File: config.mk
export PLATFORM = sky130hd
export DESIGN_NAME = gridworld_episode_ctrl
export DESIGN_NICKNAME = d
export VERILOG_FILES = /design/src/rtl/gridworld_episode_ctrl.sv
export SDC_FILE = /design/constraint.sdc
export NUM_CORES = 1
export LEC_CHECK = 0
export BUFFER_PORTS_ARGS = -buffer_cell sky130_fd_sc_hd__buf_2
export CAP_MARGIN = 20
export CORE_MARGIN = 2
export CORE_UTILIZATION = 45
export CTS_CLUSTER_SIZE = 10
export DETAILED_ROUTE_END_ITERATION = 12
export HOLD_SLACK_MARGIN = 0.1
export PLACE_DENSITY_LB_ADDON = 0.3
export SLEW_MARGIN = 20
export SYNTH_ARGS = -nofsm -noshare
export SYNTH_HDL_FRONTEND = slang
export SYNTH_SLANG_ARGS = --single-unit
File: constraint.sdc
create_clock -name clk -period 2.3 [get_ports clk]
set_input_delay 0.115 -clock clk [delete_from_list [all_inputs] [get_ports clk]]
set_output_delay 0.115 -clock clk [all_outputs]
set_load 0.005 [all_outputs]
File: src/rtl/gridworld_episode_ctrl.sv
// Episode controller for the 8x8 gridworld: owns the agent position, applies one
// wall-saturating compass action per handshake and evaluates the task monitor online.
module gridworld_episode_ctrl #(
    parameter int HORIZON = 18,
    parameter int CW      = $clog2(HORIZON + 1)
) (
    input  logic          clk,
    input  logic          rst,
    input  logic          start,
    input  logic [2:0]    x0,
    input  logic [2:0]    y0,
    input  logic          act_valid,
    input  logic [2:0]    act,
    output logic          act_ready,
    output logic [2:0]    x,
    output logic [2:0]    y,
    output logic [3:0]    colors,
    output logic [CW-1:0] step_cnt,
    output logic          busy,
    output logic          done,
    output logic [1:0]    result
);

    typedef enum logic [1:0] {
        S_IDLE  = 2'd0,
        S_CHECK = 2'd1,
        S_RUN   = 2'd2,
        S_DONE  = 2'd3
    } state_t;

    localparam logic [CW-1:0] HORIZON_C = CW'(HORIZON);

    // Colour bits are {blue, yellow, brown, red}; the regions never overlap.
    function automatic logic [3:0] cell_colors(input logic [2:0] cx, input logic [2:0] cy);
        logic red_v, brown_v, yellow_v, blue_v;
        blue_v   = (cx == 3'd3 || cx == 3'd4) && (cy >= 3'd2 && cy <= 3'd5);
        yellow_v = (cx == 3'd0 || cx == 3'd7) && (cy == 3'd0 || cy == 3'd7);
        brown_v  = (cx >= 3'd2 && cx <= 3'd5) && (cy == 3'd0 || cy == 3'd7);
        red_v    = ((cx == 3'd1 || cx == 3'd6) &&
                    (cy == 3'd0 || cy == 3'd1 || cy == 3'd4 || cy == 3'd5)) ||
                   ((cx == 3'd0 || cx == 3'd7) &&
                    (cy == 3'd1 || cy == 3'd4 || cy == 3'd5));
        return {blue_v, yellow_v, brown_v, red_v};
    endfunction

    // One axis step; a move past either wall leaves the coordinate unchanged.
    function automatic logic [2:0] axis_step(input logic [2:0] pos, input logic inc, input logic dec);
        logic [2:0] nxt;
        if (inc && pos != 3'd7) begin
            nxt = pos + 3'd1;
        end else if (dec && pos != 3'd0) begin
            nxt = pos - 3'd1;
        end else begin
            nxt = pos;
        end
        return nxt;
    endfunction

    state_t        state_r, state_nxt_s;
    logic [2:0]    x_r, y_r;
    logic [CW-1:0] step_cnt_r;
    logic          pending_r;
    logic [1:0]    result_r;
    logic [3:0]    colors_s;
    logic          chk_done_s, chk_pending_s;
    logic [1:0]    chk_result_s;
    logic [2:0]    x_step_s, y_step_s;

    assign colors_s = cell_colors(x_r, y_r);
    assign x_step_s = axis_step(x_r, act >= 3'd1 && act <= 3'd3, act >= 3'd5);
    assign y_step_s = axis_step(y_r, act == 3'd7 || act <= 3'd1, act >= 3'd3 && act <= 3'd5);

    // Monitor verdict for the current cell, in priority order red > yellow > pending update > horizon.
    always_comb begin
        chk_done_s    = 1'b0;
        chk_result_s  = 2'b00;
        chk_pending_s = pending_r;
        if (colors_s[0]) begin
            chk_done_s   = 1'b1;
            chk_result_s = 2'b01;
        end else if (colors_s[2]) begin
            chk_done_s   = 1'b1;
            chk_result_s = pending_r ? 2'b10 : 2'b00;
        end else begin
            if (colors_s[3]) begin
                chk_pending_s = 1'b0;
            end else if (colors_s[1]) begin
                chk_pending_s = 1'b1;
            end else begin
                chk_pending_s = pending_r;
            end
            if (step_cnt_r == HORIZON_C) begin
                chk_done_s   = 1'b1;
                chk_result_s = 2'b11;
            end else begin
                chk_done_s   = 1'b0;
                chk_result_s = 2'b00;
            end
        end
    end

    // State register.
    always_ff @(posedge clk) begin
        if (rst) begin
            state_r <= S_IDLE;
        end else begin
            state_r <= state_nxt_s;
        end
    end

    // Next-state logic.
    always_comb begin
        state_nxt_s = state_r;
        case (state_r)
            S_IDLE, S_DONE: begin
                if (start) state_nxt_s = S_CHECK;
                else       state_nxt_s = state_r;
            end
            S_CHECK: begin
                if (chk_done_s) state_nxt_s = S_DONE;
                else            state_nxt_s = S_RUN;
            end
            S_RUN: begin
                if (act_valid) state_nxt_s = S_CHECK;
                else           state_nxt_s = S_RUN;
            end
            default: state_nxt_s = S_IDLE;
        endcase
    end

    // Position, step count, pending flag and verdict registers.
    always_ff @(posedge clk) begin
        if (rst) begin
            x_r        <= 3'd0;
            y_r        <= 3'd0;
            step_cnt_r <= '0;
            pending_r  <= 1'b0;
            result_r   <= 2'b00;
        end else begin
            case (state_r)
                S_IDLE, S_DONE: begin
                    if (start) begin
                        x_r        <= x0;
                        y_r        <= y0;
                        step_cnt_r <= '0;
                        pending_r  <= 1'b0;
                        result_r   <= 2'b00;
                    end
                end
                S_CHECK: begin
                    pending_r <= chk_pending_s;
                    if (chk_done_s) result_r <= chk_result_s;
                end
                S_RUN: begin
                    if (act_valid) begin
                        x_r        <= x_step_s;
                        y_r        <= y_step_s;
                        step_cnt_r <= step_cnt_r + CW'(1);
                    end
                end
                default: begin
                    x_r <= x_r;
                end
            endcase
        end
    end

    // Outputs decoded from the state register and datapath registers.
    always_comb begin
        act_ready = 1'b0;
        busy      = 1'b0;
        done      = 1'b0;
        case (state_r)
            S_CHECK: busy = 1'b1;
            S_RUN: begin
                busy      = 1'b1;
                act_ready = 1'b1;
            end
            S_DONE:  done = 1'b1;
            default: busy = 1'b0;
        endcase
    end

    assign x        = x_r;
    assign y        = y_r;
    assign colors   = colors_s;
    assign step_cnt = step_cnt_r;
    assign result   = result_r;

endmodule
## After elaboration in Yosys (flattened, before gate mapping)

Cells that the tools add are included.

- Flip-flop bits (word level): 16
- Bits in latches: 0
- Bits in writable memories: 0
- ROM bits: 0
- Bits of input ports: 13
- Output and inout port bits: 20
- Logic and storage cells: 119
- Memories: 0

- $add $sub $neg: 5
- Multipliers: 0
- Divide/modulo/power cells: 0
- $lt $le $gt $ge: 10
- Equality and inequality tests: 24
- Shift operators: 0
- Mux-type cells: 36
- Bitwise logic cells: 0
- Reductions and logical operators: 38

Operators by type and width:

| operator | count |
|---|---|
| $mux 3 | 8 |
| $eq 3x3->1 const B | 7 |
| $mux 2 | 8 |
| $ne 3x3->1 const B | 5 |
| $logic_and 1x1->1 | 13 |
| $mux 1 | 12 |
| $pmux 3 s2 | 2 |
| $logic_or 1x1->1 | 11 |
| $mux 5 | 2 |
| $ne 2x2->1 const B | 5 |
| $pmux 5 s2 | 1 |
| $ge 3x2->1 const B | 3 |
| $le 3x3->1 const B | 3 |
| $reduce_and 4->1 | 2 |
| $add 3x1->3 const B | 2 |
| $eq 3x1->1 const B | 2 |
| $logic_not 3->1 | 2 |
| $pmux 2 s3 | 1 |
| $reduce_and 3->1 | 2 |
| $reduce_bool 3->1 | 2 |
| $sub 3x1->3 const B | 2 |
| $add 5x1->5 const B | 1 |
| $eq 5x5->1 const B | 1 |
| $reduce_and 5->1 | 1 |
| other kinds (12) | 15 |

## Logic depth before layout (Yosys ltp)

Gate-level depths: netlist (run 1).

- Depth after elaboration: 9
- Gate-level depth with buffers: 8
- Depth with buffers taken out: 8

## Least setup slack after synthesis (run 1)

No wires, ideal clock.

- Path type: register to register
- Start: reg x_r[0] (netlist: x[0])
- End: reg x_r[2] (netlist: x[2])
- Setup time: 0.070 ns
- Arrival time: 1.814 ns
- Data required time: 2.230 ns
- Path slack: 0.415 ns
- Cell stages (with the launch flop): 9
- Path buffers: 0
- Period minus slack after synthesis: 1.885 ns
- Path through: dfxtp_1 -> inv_1 -> ha_1 -> ha_1 -> mux2_1 -> o21ai_0 -> nand2_1 -> a311o_1 -> a21oi_1

- Longest elaborated chain between the ends: 5
- Elaborated cells on any way between the ends: 12
- Those cells by class: add/sub (2); eq/ne (2); mux (4); reduce/logical (4)

RTL lines:

| item | RTL line | RTL |
|---|---|---|
| from (decl) | 60 | `logic [2:0] x_r, y_r;` |
| from (signal assigned) | 156 | `x_r <= x_step_s;` |
| from (signal assigned) | 162 | `x_r <= x_r;` |
| $sub 3x1->3 / $ne 3x3->1 (equally long branches) | 52, 49 |  |
| $mux 3 / $logic_and 1x1->1 (equally long branches) | 51, 49 |  |
| $mux 3 | 49 | `if (inc && pos != 3'd7) begin` |
| $mux 3 | 155 | `if (act_valid) begin` |
| $pmux 3 s2 | 140 | `case (state_r)` |

Parallel ways exist; a longest one is shown, timed or not. The select of a mux whose other input is x is not followed.
A chain may end at the register's enable or synchronous reset.

## Worst setup path in the final report (run 1)

Same ends and word-level chain as after synthesis.

==> metrics.md, run 1 <==
| Metric | Value |
|---|---|
| Status | finished, final reports clean |
| 1st-pass router iterations | 4 |
| Post-Synth Simple-Gate Area | 0.183 |
| Htree depth | 1 |
| Core box area | 2780 um2 |
| Power Total | 1.74 mW |
| YS warnings | 0 |
| TritonCTS clock tree | yes |
| Die Height | between 50 and 60 um |
| FF/Latch Area | 320 um2 |
| # diodes | 0 |
| Worst R2R Setup Slack | 0.24 ns |
| # IOs | 33 |
| Crit path time final | 2.06 ns |
| Initial antenna violation count | 0 |
| Final HPWL DP | ~2300 um |
| Adder-Cell Fraction of Synth Area | 0.161 |
| Number of flops mapped to enable cells by yosys | 0 |
| Yosys top cell by area | dfxtp_1 |
| XOR/XNOR Fraction of Synth Area | 0.0398 |
| Syn Area/Cell | roughly 8.3 um2 |
| Total of max-cap violations | 0 |
| Final setup fails | 0 |
| Startpoint types | flip-flop |
| Kind of critical path | flip-flop to flip-flop |
| WP data required | approximately 2.5 ns |
| Leak pwr | approximately 0.7 nW |
| Top_reg_cell synth | dfxtp_1 |
| F_max | 0.485 GHz |
| Remaining antenna violation count | 0 |
| CTS sink count | 16 |
| Clk buf depth | 2 |
| Avg WL per Cell | 12.6 um |
| Peak VDD IR | between 0.6 and 0.7 mV |
| Setup Buffers After CTS | 0 |
| Worst-path clk slew | around 0.1 ns |
| Complex-gate fraction of the synthesized area | 0.254 |
| Total GRT Usage | 0.177 |
| Syn Inst Count | 159 |
| Unrepaired setup endpoints after global routing | no |
| Hold-fix buffers at CTS | 2 |
| Die Wd | 58.2 um |
| Most frequent cells in the layout | buf_2 (32), ha_1 (17), dfxtp_1 (16), nor2_1 (14), nand2_1 (11) |
| CTS root buf | clkbuf_4 |
| Post-route insts no fill | 225 |
| Via count | around 1,200 |
| CTS-repair resized insts | 0 |
| Reg2Reg Launch Point | x[0] |
| Gr ovfl total | 0 |
| Critical path origin | x[0] |
| DRC viols | 0 |
| Hold WC Path Type | primary input to flip-flop |
| Pwr dens | 1120 nW/um2 |
| Largest net degree at the start of global routing | 19 |
| Number of CTS-inserted buffers | 3 |
| Post-synthesis mux area share | 0.0588 |
| Fillcell total | ~270 |
| Clk_skew | about 0.0009 ns |
| Mapped Area | around 1300 um2 |
| Multi-input logic area | ~920 um2 |
| Post-synth top area share | 0.243 |
| Pre-CTS setup slack | ~0.27 ns |
| Fin. max-slew vios | 0 |
| Synth area leaders | dfxtp_1 (24%), ha_1 (16%), a211oi_1 (4.0%), nor2_1 (4.0%), a21oi_1 (3.4%) |
| Fin nets | approximately 230 |
| Reg2reg path depth | 8 |
| Setup TNS Final | 0 ns |
| Vias/cell | roughly 5.4 |
| Relative slew slack | 0.658 |
| Syn nets | roughly 190 |
| Worst-Margin Slew | ~0.5 ns |
| Placer Congestion | just over 0.8 |
| Final cycle utilization of the critical path | 0.896 |
| Sequential fraction of the synthesis area | 0.243 |
| Flops & latches, synth | 16 |
| Worst skew pair latency | about 0.3 ns |
| Reg-to-Reg End | x[2] |
| Die ar. | around 3400 um2 |
| Distinct cell type count after synthesis | 45 |
| PnR worst setup slack | 0.240 ns |
| Commonest non-fill, non-tap cell in the layout | buf_2 |
| PortBufs | 32 |
| Initial Util | 0.475 |
| Row count | 19 |
| Initial DRC count | 22 |
| Fraction of layout instances using a drive strength above 1 | 0.242 |
| First-pass GRT wire length | roughly 4800 um |
| Final Hold Viols | 0 |
| Area growth, synth to finish | 18.2% |
| CP Max Fanout | 5 |
| Crit path capture | x[2] |
| Critical path arrival | between 2 and 2.5 ns |
| Main combinational cell family by area after synthesis | compound AO/OA/AOI/OAI gates |
| Total Wirelength | between 2000 and 3000 um |
| Ys async rst share | 0 |
| CP Capture Type | flip-flop |
| Number of global-route vias before repair | between 1,000 and 1,500 |
| Placed cell count | about 220 |
[Yosys cell counts (2+ instances only)]
cell / n
a21oi_1: 9
mux2i_1: 4
nor3_1: 7
inv_4: 2
inv_2: 2
nor2b_1: 3
o21ai_0: 4
inv_1: 10
o21bai_1: 2
xor2_1: 4
a31oi_1: 2
a22oi_1: 2
o21a_1: 3
nand2b_1: 4
xnor2_1: 2
ha_1: 17
nand4_1: 3
mux2_1: 2
a211oi_1: 7
a311oi_1: 2
and2_1: 2
nor2_1: 14
clkbuf_1: 3
nand2_1: 11
nand3_1: 2
a21o_1: 2
dfxtp_1: 16
[cell type report]
type                       count  area share
tap                           31      0.0249
multi-input combinational    125       0.589
sequential                    16       0.205
inverter                      14      0.0369
timing repair buffer          35       0.120
clock buffer                   4      0.0233
[stage by stage]
| step | util | instance area (um2) | hold slack, ns |
|---|---|---|---|
| global route | 0.561 | 1560 | 0.156 |
| floorplan | - | 1320 | 0.267 |
| finish | 0.561 | 1560 | 0.148 |
| global placement | 0.541 | 1500 | 0.404 |
| CTS | 0.561 | 1560 | 0.145 |
| detailed placement | 0.541 | 1500 | 0.407 |
[worst min-delay path by stage]
stage,cells after the start,from,to,slack (ns)
after detailed placement,3,y0[2],y[2],0.41
after floorplan,2,rst,x[0],0.27
final,3,x0[0],x[0],0.15
after CTS,3,y0[1],y[1],0.14
after global placement,3,y0[2],y[2],0.40
after global routing,2,rst,step_cnt[0],0.16
[logic make-up (layout without fill, tap and decap cells)]
group,after synthesis,count (layout)
xor gates and xnor gates,6,6
DFF,16,16
muxes,7,7
AOI/OAI and AO/OA,45,45
buffers and inverters,18,53
and+or+nand+nor,50,50
adders and majority gates,17,17
[sequential cells by signal (all words and copies together), names as in the netlist]
name and count:
state_r 2, result 2, y 3, pending_r 1
step_cnt 5, x 3
[power by group]
| part | switching (mW) | internal [mW] | total (mW) | leakage (nW) |
|---|---|---|---|---|
| logic | 0.622 | 0.485 | 1.11 | 0.569 |
| clock network | 0.102 | 0.0966 | 0.199 | 0.0210 |
| registers | 0.0927 | 0.344 | 0.437 | 0.131 |
[layer usage]
metal | GRT usage | vias up | share of wire
li1 | - | 638 | -
met1 | 0.208 | 551 | 0.44
met5 | 0 | - | 0
met2 | 0.317 | 28 | 0.50
met3 | 0.0469 | 2 | 0.053
met4 | 0.0498 | 0 | 0.0046
[critical path: stages (launching register included)]
cell     delay, ns
dfxtp_1       0.41
inv_1         0.11
ha_1          0.25
ha_1          0.19
mux2_1        0.28
o21ai_0       0.21
nand2_1       0.14
a311o_1       0.29
a21oi_1       0.11
(Power assumes the default switching activity.)
==> run 2: changes to the inputs <==
--- a/config.mk
+++ b/config.mk
@@ -10,5 +10,4 @@
 export CORE_MARGIN = 2
 export CORE_UTILIZATION = 45
-export CTS_CLUSTER_SIZE = 10
 export DETAILED_ROUTE_END_ITERATION = 12
 export HOLD_SLACK_MARGIN = 0.1
==> constraint.sdc (replaced) <==
create_clock -name clk -period 2.3 [get_ports clk]
set_input_delay 0.345 -clock clk [delete_from_list [all_inputs] [get_ports clk]]
set_output_delay 0.345 -clock clk [all_outputs]
set_load 0.005 [all_outputs]
==> run 2 against run 1 <==
Sequential power up 2%. Clock-buffer cell count unchanged. Combinational power about the same. Critical path depth down 2. Clock power is 4% lower. Global-route usage is 0.26 points higher. Cell count decreased by 0.89%. Clock skew up 0.00052 ns.
==> metrics.md, run 2 (same netlist as run 1, synthesis figures left out) <==
| Metric | Value |
|---|---|
| Worst-path clk slew | 0.10 ns (about the same) |
| Reg2Reg Launch Point | x[0] (unchanged) |
| Placed cell count | 219 (unchanged) |
| Critical path arrival | 1.76 ns (was 2.30 ns) |
| Htree depth | 1 (unchanged) |
| DRC viols | 0 (unchanged) |
| # diodes | 0 (unchanged) |
| Total GRT Usage | 0.180 (was 0.177) |
| CP Capture Type | primary output (was flip-flop) |
| Area growth, synth to finish | 16.9% (was 18.2%) |
| CTS root buf | clkbuf_4 (unchanged) |
| Clk buf depth | 2 (unchanged) |
| Fraction of layout instances using a drive strength above 1 | 0.250 (was 0.242) |
| GRT met2 Usage | 0.323 (was 0.317) |
| Number of global-route vias before repair | 1,124 (was 1,141) |
| Leak pwr | 0.714 nW (was 0.721 nW) |
| Final Hold Viols | 0 (unchanged) |
| Worst skew pair latency | 0.29 ns (was 0.30 ns) |
| CP Max Fanout | 6 (was 5) |
| Core box area | 2780 um2 (unchanged) |
| Crit path time final | 2.10 ns (was 2.06 ns) |
| Worst R2R Setup Slack | 0.21 ns (was 0.24 ns) |
| WP data required | 1.96 ns (was 2.54 ns) |
| Most frequent cells in the layout | buf_2 (32), ha_1 (17), dfxtp_1 (16), nor2_1 (14), nand2_1 (11) (unchanged) |
| Peak VDD IR | 0.639 mV (was 0.612 mV) |
| TritonCTS clock tree | yes (unchanged) |
| Initial Util | 0.475 (unchanged) |
| Die ar. | 3380 um2 (unchanged) |
| Worst-Margin Slew | 0.521 ns (was 0.507 ns) |
| Clk_skew | 0.00143 ns (was 0.000914 ns) |
| PortBufs | 32 (unchanged) |
| Vias/cell | 5.61 (was 5.42) |
| Fin nets | 223 (was 225) |
| Gr ovfl total | 0 (unchanged) |
| Global routing's busiest layer | met2 (unchanged) |
| Post-route insts no fill | 223 (was 225) |
| GR Util met3 | 0.0268 (was 0.0469) |
| Kind of critical path | flip-flop to primary output (was flip-flop to flip-flop) |
| WHS Endpoint | y[2] (was x[0]) |
| Setup TNS Final | 0 ns (unchanged) |
| Number of flip-flops in the largest register | 5 (unchanged) |
| Row count | 19 (unchanged) |
| Avg WL per Cell | 13.0 um (was 12.6 um) |
| Die Height | 58.2 um (unchanged) |
| Relative slew slack | 0.650 (was 0.658) |
| Remaining antenna violation count | 0 (unchanged) |
| Hold_sp | y0[2] (was x0[0]) |
| Hold WC Path Type | primary input to flip-flop (unchanged) |
| Reg-to-Reg End | x[2] (unchanged) |
| Fin. max-slew vios | 0 (unchanged) |
| Initial DRC count | 30 (was 22) |
| Startpoint types | flip-flop (unchanged) |
| Initial antenna violation count | 0 (unchanged) |
| Unrepaired setup endpoints after global routing | no (unchanged) |
| 1st-pass router iterations | 4 (unchanged) |
| Total Wirelength | 2900 um (was 2830 um) |
| Status | finished, final reports clean (unchanged) |
| Reg2reg path depth | 8 (unchanged) |
| F_max | 0.476 GHz (was 0.485 GHz) |
| Met1 usage | 0.226 (was 0.208) |
| Via count | 1,251 (was 1,219) |
| CTS sink count | 16 (unchanged) |
| Commonest non-fill, non-tap cell in the layout | buf_2 (unchanged) |
| Final setup fails | 0 (unchanged) |
| Placer Congestion | 0.835 (was 0.810) |
| Min-Delay Path Depth | 3 (unchanged) |
| # IOs | 33 (unchanged) |
| Total of max-cap violations | 0 (unchanged) |
| Largest net degree at the start of global routing | 19 (unchanged) |
| Pwr dens | 1130 nW/um2 (was 1120 nW/um2) |
| Final HPWL DP | 2340 um (was 2260 um) |
| Die Wd | 58.2 um (unchanged) |
| Number of CTS-inserted buffers | 3 (unchanged) |
| Final cycle utilization of the critical path | 0.914 (was 0.896) |
| First-pass GRT wire length | 4840 um (was 4770 um) |
==> run 2: changes by cell type in the layout (fill, tap and decap cells not counted), sizes merged <==
cell	delta
dlygate4sd3	-2
==> run 2: worst max-delay path by stage <==
stage                     startpoint   endpoint  depth (start not counted)
after floorplan                 x[0]       x[2]                          8
after global placement          x[1]       x[2]                          8
after CTS                       y[0]  colors[1]                          6
after global routing            x[0]  result[1]                          8
final                           y[0]  colors[1]                          6
after detailed placement        x[0]       x[2]                          8
==> run 2: critical path, stage by stage, from the launching register on <==
cell     delay (ns)
dfxtp_1        0.36
inv_1          0.16
ha_1           0.20
nor2b_2        0.26
nor2_1         0.07
nor3_1         0.25
buf_2          0.16
==> run 2: timing repair <==
item / in CTS / in global routing
setup endpoints to repair: 0 / 1
buffers inserted: 0 / 0
hold buffers: 0 / 0
gates resized for setup: 0 / 1
==> run 2: power by group <==
| group | total (mW) | internal [mW] | leakage, nW | switching [mW] |
|---|---|---|---|---|
| Clock | 0.191 | 0.0964 | 0.0210 | 0.0948 |
| Sequential | 0.444 | 0.344 | 0.131 | 0.100 |
| Combinational | 1.10 | 0.486 | 0.562 | 0.618 |
==> run 2: final cells by class <==
cell class	count	area, um2
well taps	31	38.8
flip-flops and latches	16	320
fillers	272	1240
inverters	14	57.6
clock buffers	4	36.3
multi-input cells	125	922
repair buffers	33	168
==> run 2: per-stage QoR <==
stage / hold slack (ns) / total power, mW / utilization / setup slack, ns / cell area [um2]
6_report: 0.325 / 1.74 / 0.555 / 0.197 / 1540
5_1_grt: 0.337 / 1.91 / 0.555 / 0.0263 / 1540
4_1_cts: 0.321 / 1.75 / 0.554 / 0.0632 / 1540
3_5_place_dp: 0.452 / 1.56 / 0.541 / 0.223 / 1500
3_3_place_gp: 0.445 / 1.52 / 0.541 / 0.373 / 1500
2_1_floorplan: 0.464 / 1.26 / - / 0.415 / 1320
==> run 2: per-layer routing <==
| metal | share of wire | routed length [um] | vias to the layer above |
|---|---|---|---|
| li1 | - | - | 630 |
| met1 | 0.42 | 1220 | 574 |
| met2 | 0.51 | 1480 | 43 |
| met3 | 0.059 | 172 | 4 |
| met4 | 0.0093 | 27 | 0 |
| met5 | 0 | 0 | - |
